$ cat src/rtl/alu_logic_pkg.sv
`default_nettype none
// ============================================================================
// Module : alu_logic_pkg
// Brief  : Shared op codes, FSM encoding and configuration check for the
//          serial bitwise logic unit.
// Rev    : 1.0
// ============================================================================
package alu_logic_pkg;

    localparam logic [1:0] OP_AND = 2'b00;
    localparam logic [1:0] OP_OR  = 2'b01;
    localparam logic [1:0] OP_XOR = 2'b10;
    localparam logic [1:0] OP_NOR = 2'b11;

    typedef enum logic [1:0] {
        IDLE = 2'd0,
        RUN  = 2'd1,
        DONE = 2'd2
    } state_e;

    function automatic bit slice_cfg_ok(input int unsigned width, input int unsigned slice);
        return (slice != 0) && (slice <= width) && ((width % slice) == 0);
    endfunction

endpackage
`default_nettype wire

$ cat src/rtl/alu_logic_serial_if.sv
`default_nettype none
// ============================================================================
// Module : alu_logic_serial_if
// Brief  : Operand/result valid-ready bundle for the serial logic unit.
// Rev    : 1.0
// ============================================================================
interface alu_logic_serial_if #(
    parameter int WIDTH = 32
) ();

    logic             in_valid;
    logic             in_ready;
    logic [1:0]       op;
    logic [WIDTH-1:0] A;
    logic [WIDTH-1:0] B;
    logic             out_valid;
    logic             out_ready;
    logic [WIDTH-1:0] out;
    logic             zero;

    modport master (
        output in_valid, op, A, B, out_ready,
        input  in_ready, out_valid, out, zero
    );

    modport slave (
        input  in_valid, op, A, B, out_ready,
        output in_ready, out_valid, out, zero
    );

endinterface
`default_nettype wire

$ cat src/rtl/alu_logic_serial_slice.sv
`default_nettype none
// ============================================================================
// Module : logic_slice
// Brief  : Combinational SLICE-wide AND/OR/XOR/NOR gate array.
// Rev    : 1.0
// ============================================================================
module logic_slice
    import alu_logic_pkg::*;
#(
    parameter int SLICE = 8
) (
    input  wire logic [1:0]       op,
    input  wire logic [SLICE-1:0] a,
    input  wire logic [SLICE-1:0] b,
    output logic      [SLICE-1:0] y
);

    always_comb begin
        y = '0;
        case (op)
            OP_AND: y = a & b;
            OP_OR:  y = a | b;
            OP_XOR: y = a ^ b;
            OP_NOR: y = ~(a | b);
        endcase
    end

endmodule
`default_nettype wire

$ cat src/rtl/alu_logic_serial.sv
`default_nettype none
// ============================================================================
// Module : alu_logic_serial
// Brief  : Multi-cycle bitwise logic unit; one shared slice array processes
//          the operands SLICE bits per cycle, LSB slice first.
// Rev    : 1.0
// ============================================================================
module alu_logic_serial
    import alu_logic_pkg::*;
#(
    parameter int WIDTH = 32,
    parameter int SLICE = 8
) (
    input wire logic          clk,
    input wire logic          reset,
    alu_logic_serial_if.slave bus
);

    localparam int NSLICE = WIDTH / SLICE;
    localparam int CNT_W  = (NSLICE > 1) ? $clog2(NSLICE) : 1;
    localparam logic [CNT_W-1:0] CNT_LAST = CNT_W'(NSLICE - 1);

    generate
        if (!slice_cfg_ok(WIDTH, SLICE)) begin : g_cfg_check
            $error("alu_logic_serial: SLICE must be nonzero and divide WIDTH");
        end
    endgenerate

    state_e           state_q, state_d;
    logic [CNT_W-1:0] cnt_q, cnt_d;
    logic [WIDTH-1:0] a_q, a_d;
    logic [WIDTH-1:0] b_q, b_d;
    logic [1:0]       op_q, op_d;
    logic [WIDTH-1:0] out_q, out_d;

    logic [SLICE-1:0] a_slice;
    logic [SLICE-1:0] b_slice;
    logic [SLICE-1:0] y_slice;

    // Slice mux: the counter steers the captured operands into the one gate array
    assign a_slice = a_q[int'(cnt_q)*SLICE +: SLICE];
    assign b_slice = b_q[int'(cnt_q)*SLICE +: SLICE];

    logic_slice #(
        .SLICE (SLICE)
    ) u_slice (
        .op (op_q),
        .a  (a_slice),
        .b  (b_slice),
        .y  (y_slice)
    );

    always_comb begin
        state_d = state_q;
        cnt_d   = cnt_q;
        a_d     = a_q;
        b_d     = b_q;
        op_d    = op_q;
        out_d   = out_q;
        case (state_q)
            IDLE: begin
                if (bus.in_valid) begin
                    a_d     = bus.A;
                    b_d     = bus.B;
                    op_d    = bus.op;
                    out_d   = '0;
                    cnt_d   = '0;
                    state_d = RUN;
                end
            end
            RUN: begin
                out_d[int'(cnt_q)*SLICE +: SLICE] = y_slice;
                if (cnt_q == CNT_LAST) begin
                    cnt_d   = '0;
                    state_d = DONE;
                end else begin
                    cnt_d = cnt_q + CNT_W'(1);
                end
            end
            DONE: begin
                if (bus.out_ready) begin
                    state_d = IDLE;
                end
            end
            default: state_d = IDLE;
        endcase
    end

    always_ff @(posedge clk) begin
        if (reset) begin
            state_q <= IDLE;
            cnt_q   <= '0;
            a_q     <= '0;
            b_q     <= '0;
            op_q    <= '0;
            out_q   <= '0;
        end else begin
            state_q <= state_d;
            cnt_q   <= cnt_d;
            a_q     <= a_d;
            b_q     <= b_d;
            op_q    <= op_d;
            out_q   <= out_d;
        end
    end

    // Handshake flags decode straight from the state register
    assign bus.in_ready  = (state_q == IDLE);
    assign bus.out_valid = (state_q == DONE);
    assign bus.out       = out_q;
    assign bus.zero      = ~|out_q;

endmodule
`default_nettype wire

$ cat src/flat_wrapper.sv
// flat-port wrapper written by rule: the top's interface ports become plain ports
module alu_logic_serial_flat import alu_logic_pkg::*;
#(
    parameter int WIDTH = 32,
    parameter int SLICE = 8
)
  (clk, reset, bus_in_valid, bus_op, bus_A, bus_B, bus_out_ready, bus_in_ready, bus_out_valid, bus_out, bus_zero);
  alu_logic_serial_if #(.WIDTH(WIDTH)) bus_i ();
  input wire logic clk;
  input wire logic reset;
  input wire logic [$bits(bus_i.in_valid)-1:0] bus_in_valid;
  input wire logic [$bits(bus_i.op)-1:0] bus_op;
  input wire logic [$bits(bus_i.A)-1:0] bus_A;
  input wire logic [$bits(bus_i.B)-1:0] bus_B;
  input wire logic [$bits(bus_i.out_ready)-1:0] bus_out_ready;
  output wire logic [$bits(bus_i.in_ready)-1:0] bus_in_ready;
  output wire logic [$bits(bus_i.out_valid)-1:0] bus_out_valid;
  output wire logic [$bits(bus_i.out)-1:0] bus_out;
  output wire logic [$bits(bus_i.zero)-1:0] bus_zero;
  assign bus_i.in_valid = bus_in_valid;
  assign bus_i.op = bus_op;
  assign bus_i.A = bus_A;
  assign bus_i.B = bus_B;
  assign bus_i.out_ready = bus_out_ready;
  assign bus_in_ready = bus_i.in_ready;
  assign bus_out_valid = bus_i.out_valid;
  assign bus_out = bus_i.out;
  assign bus_zero = bus_i.zero;
  alu_logic_serial #(.WIDTH(WIDTH), .SLICE(SLICE)) u_core (.clk(clk), .reset(reset), .bus(bus_i));
endmodule
$ cat config.mk
export PLATFORM = sky130hd
export DESIGN_NAME = alu_logic_serial_flat
export DESIGN_NICKNAME = d
export VERILOG_FILES = /design/src/rtl/alu_logic_pkg.sv /design/src/rtl/alu_logic_serial_if.sv /design/src/rtl/alu_logic_serial_slice.sv /design/src/rtl/alu_logic_serial.sv /design/src/flat_wrapper.sv
export SDC_FILE = /design/constraint.sdc
export NUM_CORES = 1
export LEC_CHECK = 0
export CAP_MARGIN = 10
export CELL_PAD_IN_SITES_DETAIL_PLACEMENT = 1
export CELL_PAD_IN_SITES_GLOBAL_PLACEMENT = 1
export CORE_UTILIZATION = 41
export DETAILED_ROUTE_END_ITERATION = 16
export PLACE_DENSITY_LB_ADDON = 0.1
export SLEW_MARGIN = 20
export SYNTH_ARGS = -nofsm -noshare
export SYNTH_HDL_FRONTEND = slang
export SYNTH_HIERARCHICAL = 1
export SYNTH_SLANG_ARGS = --single-unit
$ cat constraint.sdc
create_clock -name clk -period 5.6 [get_ports clk]
set_clock_uncertainty 0.05 [all_clocks]
set_input_delay 0.84 -clock clk [delete_from_list [all_inputs] [get_ports clk]]
set_output_delay 0.84 -clock clk [all_outputs]
set_load 0.03 [all_outputs]
==> impl_metrics.py <==
metrics = {
    "clocking": {
        "post_cts_buffers": 0,
        "cts_resized": 0,
        "cts_hold_buf": 0,
        "clk_pin_slew_ns": 0.09,
        "clock-sinks": 102,
        "clk_root_buffer_cell": "clkbuf_8",
        "htreeDepth": 3,
        "numCtsBuffers": 9,
        "insertion_delay_ns": 0.37,
        "clock_path_buffers": 2,
        "cts_tree": "yes",
    },
    "critical_path": {
        "worstPathMaxFanout": 3,
        "worst-setup-path-type": "flip-flop to output port",
        "end_kind": "output port",
        "worst_r2r_path_depth": 8,
        "crit_slowest_cell": "clkdlybuf4s50_1",
        "ff2ff_setup_slack_ns": 2.76,
        "r2r-start": "u_core/cnt_q[1]",
        "start_kind": "flip-flop",
        "crit_start": "u_core/bus.out[23]",
        "reg2reg_to": "u_core/bus.out[24]",
        "crit_arrival_ns": 2.09,
        "cp_cell_sequence": "nor4_1 -> nand4_1 -> nor2_1 -> clkdlybuf4s50_1",
        "worstPathRequired_ns": 4.71,
        "slowest_delay_ns": 0.67,
    },
    "synthesis": {
        "synth_area_leader_cell": "dfxtp_1",
        "synth_cell_types": 37,
        "ys_ff_latch": 102,
        "synth_area_leaders": "dfxtp_1 (44%), nand2_1 (11%), mux4_2 (7.8%)",
        "yosys_warnings": 6,
        "synth.avg_cell_area_um2": 9.20,
        "yosysTopAreaCellShare_pct": 44.3,
        "netlist_instances": 501,
        "yosysSeqAreaShare_pct": 44.3,
        "netlist_area_mm2": 0.00461,
        "synth_nets": 593,
    },
    "floorplan": {
        "die-height_um": 108,
        "core_area_mm2": 0.0109,
        "dieWidth_um": 108,
        "num_rows": 38,
        "dieArea_mm2": 0.0117,
        "boundaryPins": 105,
        "initial_core_util_pct": 42.3,
    },
    "sta": {
        "hold_violations": 0,
        "fmax_mhz": 335,
        "min_period_over_period_pct": 53.3,
        "tightest_slew_ns": 1.04,
        "slew-limit-headroom_pct": 30.4,
        "finalSetupTns_ns": 0,
        "min_period_ns": 2.98,
        "slew_violations": 0,
        "setup_viol_count_final": 0,
        "hold_ws_ns": 0.407,
        "rsz0062_at_grt": "no",
    },
    "min_path": {
        "hold_start": "u_core/b_q[1]",
        "min_path_type": "flip-flop to flip-flop",
        "hold_depth": 2,
        "hold_path_end": "u_core/b_q[1]",
    },
    "status": {
        "status": "complete, no violations",
    },
    "power_and_ir_drop": {
        "power.leakage_nw": 2.17,
        "p_per_area_mw_per_mm2": 248,
        "ir_drop_mv": 0.165,
    },
    "placement": {
        "gp_congestion": 0.789,
        "dp_hpwl_um": 8720,
        "io_buffer_count": 104,
        "dpl-instance-area_mm2": 0.00569,
    },
    "routing": {
        "drtPass1Iterations": 6,
        "drc_errors": 0,
        "wl_um": 12000,
        "wire_per_inst_um": 16.4,
        "vias": 3865,
        "ant_nets": 0,
        "first_iter_violations": 147,
        "vias_per_cell": 5.28,
    },
    "global_route": {
        "grt_start_max_net_pins": 72,
        "grt_pass1_wl_um": 19700,
        "grt_pass1_vias": 3945,
        "grt_use_total_pct": 22.0,
        "antenna_found_initial": 0,
        "grt_overflow": 0,
    },
    "cells_and_area": {
        "syn_to_final_growth_pct": 27.5,
        "diodes": 0,
        "nNetsFinal": 679,
        "fin_area_mm2": 0.00588,
        "drive_gt1_share_pct": 7.26,
    },
    "flow_run": {
        "drv_cap": 0,
    },
}
-- cells in the mapped netlist --
library cell / number
a211oi_2: 4
a21oi_1: 68
a22o_1: 23
a22oi_1: 1
a2bb2o_1: 1
a31oi_1: 1
a32o_1: 1
and3_1: 1
buf_1: 2
buf_12: 1
buf_2: 3
buf_4: 4
buf_6: 1
clkbuf_1: 21
clkbuf_2: 1
dfxtp_1: 102
ha_1: 22
inv_1: 28
mux2i_1: 16
mux4_2: 16
nand2_1: 133
nand2b_1: 1
nand3_1: 1
nand3b_1: 2
nand4_1: 2
nor2_1: 5
nor2b_1: 10
nor3_1: 1
nor3b_2: 1
nor4_1: 8
nor4b_1: 1
nor4b_2: 1
nor4bb_1: 1
o21a_1: 1
o2bb2ai_1: 7
or3b_2: 1
xor2_1: 8
-- how the worst max path moves through the flow --
stage	to	depth (start not counted)
finish	bus_zero	4
global route	bus_zero	4
CTS	bus_zero	4
detailed placement	u_core/bus.out[24]	8
global placement	u_core/bus.out[30]	5
floorplan	u_core/bus.out[30]	9
-- state kept, by name, indices dropped and copies added (netlist names) --
register        flops
u_core/a_q         32
u_core/b_q         32
u_core/bus.out     32
u_core/cnt_q        2
u_core/op_q         2
u_core/state_q      2
-- routing by layer --
metal	wire length (um)	track usage, %
met1	5590	28.2
met2	5850	37.7
met3	428	4.16
met4	163	6.46
met5	0	0
-- power by group --
part	internal, mW	switching [mW]
combinational	0.114	0.118
sequential	0.756	0.0268
clock	0.197	0.245
total	1.07	0.390
-- cell type report --
| class | instances | area (um2) |
|---|---|---|
| well taps | 140 | 175 |
| clock inverters | 3 | 17.5 |
| multi-input cells | 338 | 2300 |
| repair buffers | 108 | 1070 |
| flip-flops and latches | 102 | 2040 |
| clock buffers | 13 | 169 |
| inverters | 28 | 105 |
| fillers | 1287 | 5010 |
-- placed cells by master, fill, tap and decap left out, drive strengths merged, types with 7 or more instances in the layout --
cell,count
xor2,8
nor2b,10
ha,22
clkdlybuf4s50,103
inv,28
dfxtp,102
mux2i,16
clkbuf,13
nand2,133
a22o,23
mux4,16
o2bb2ai,7
a21oi,68
nor4,8
-- cell families (layout without fill, tap and decap cells) --
kind of cell / Yosys count / in the layout / synth area share (%)
AOI/OAI and AO/OA: 107 / 107 / 15.1
xor gates and xnor gates: 8 / 8 / 1.52
adders and majority gates: 22 / 22 / 5.97
buffers and inverters: 61 / 152 / 5.92
DFF: 102 / 102 / 44.3
muxes: 32 / 32 / 11.3
and+or+nand+nor: 169 / 169 / 16.0
-- through the flow --
stage	std cells	utilization (%)	setup WS, ns	power [mW]
floorplan	501	-	3.07	0.940
global placement	716	52.3	2.81	1.02
detailed placement	716	52.3	2.74	1.04
CTS	732	54.0	2.58	1.48
global route	732	54.0	2.46	1.53
finish	732	54.0	2.62	1.46
-- critical path, delay by kind of cell, from the launching register on --
family | cells | cell delay [ns]
buf+inv | 1 | 0.67
flops | 1 | 0.34
simple gates | 3 | 0.71
Note: power is estimated with default switching activity, not from simulation.
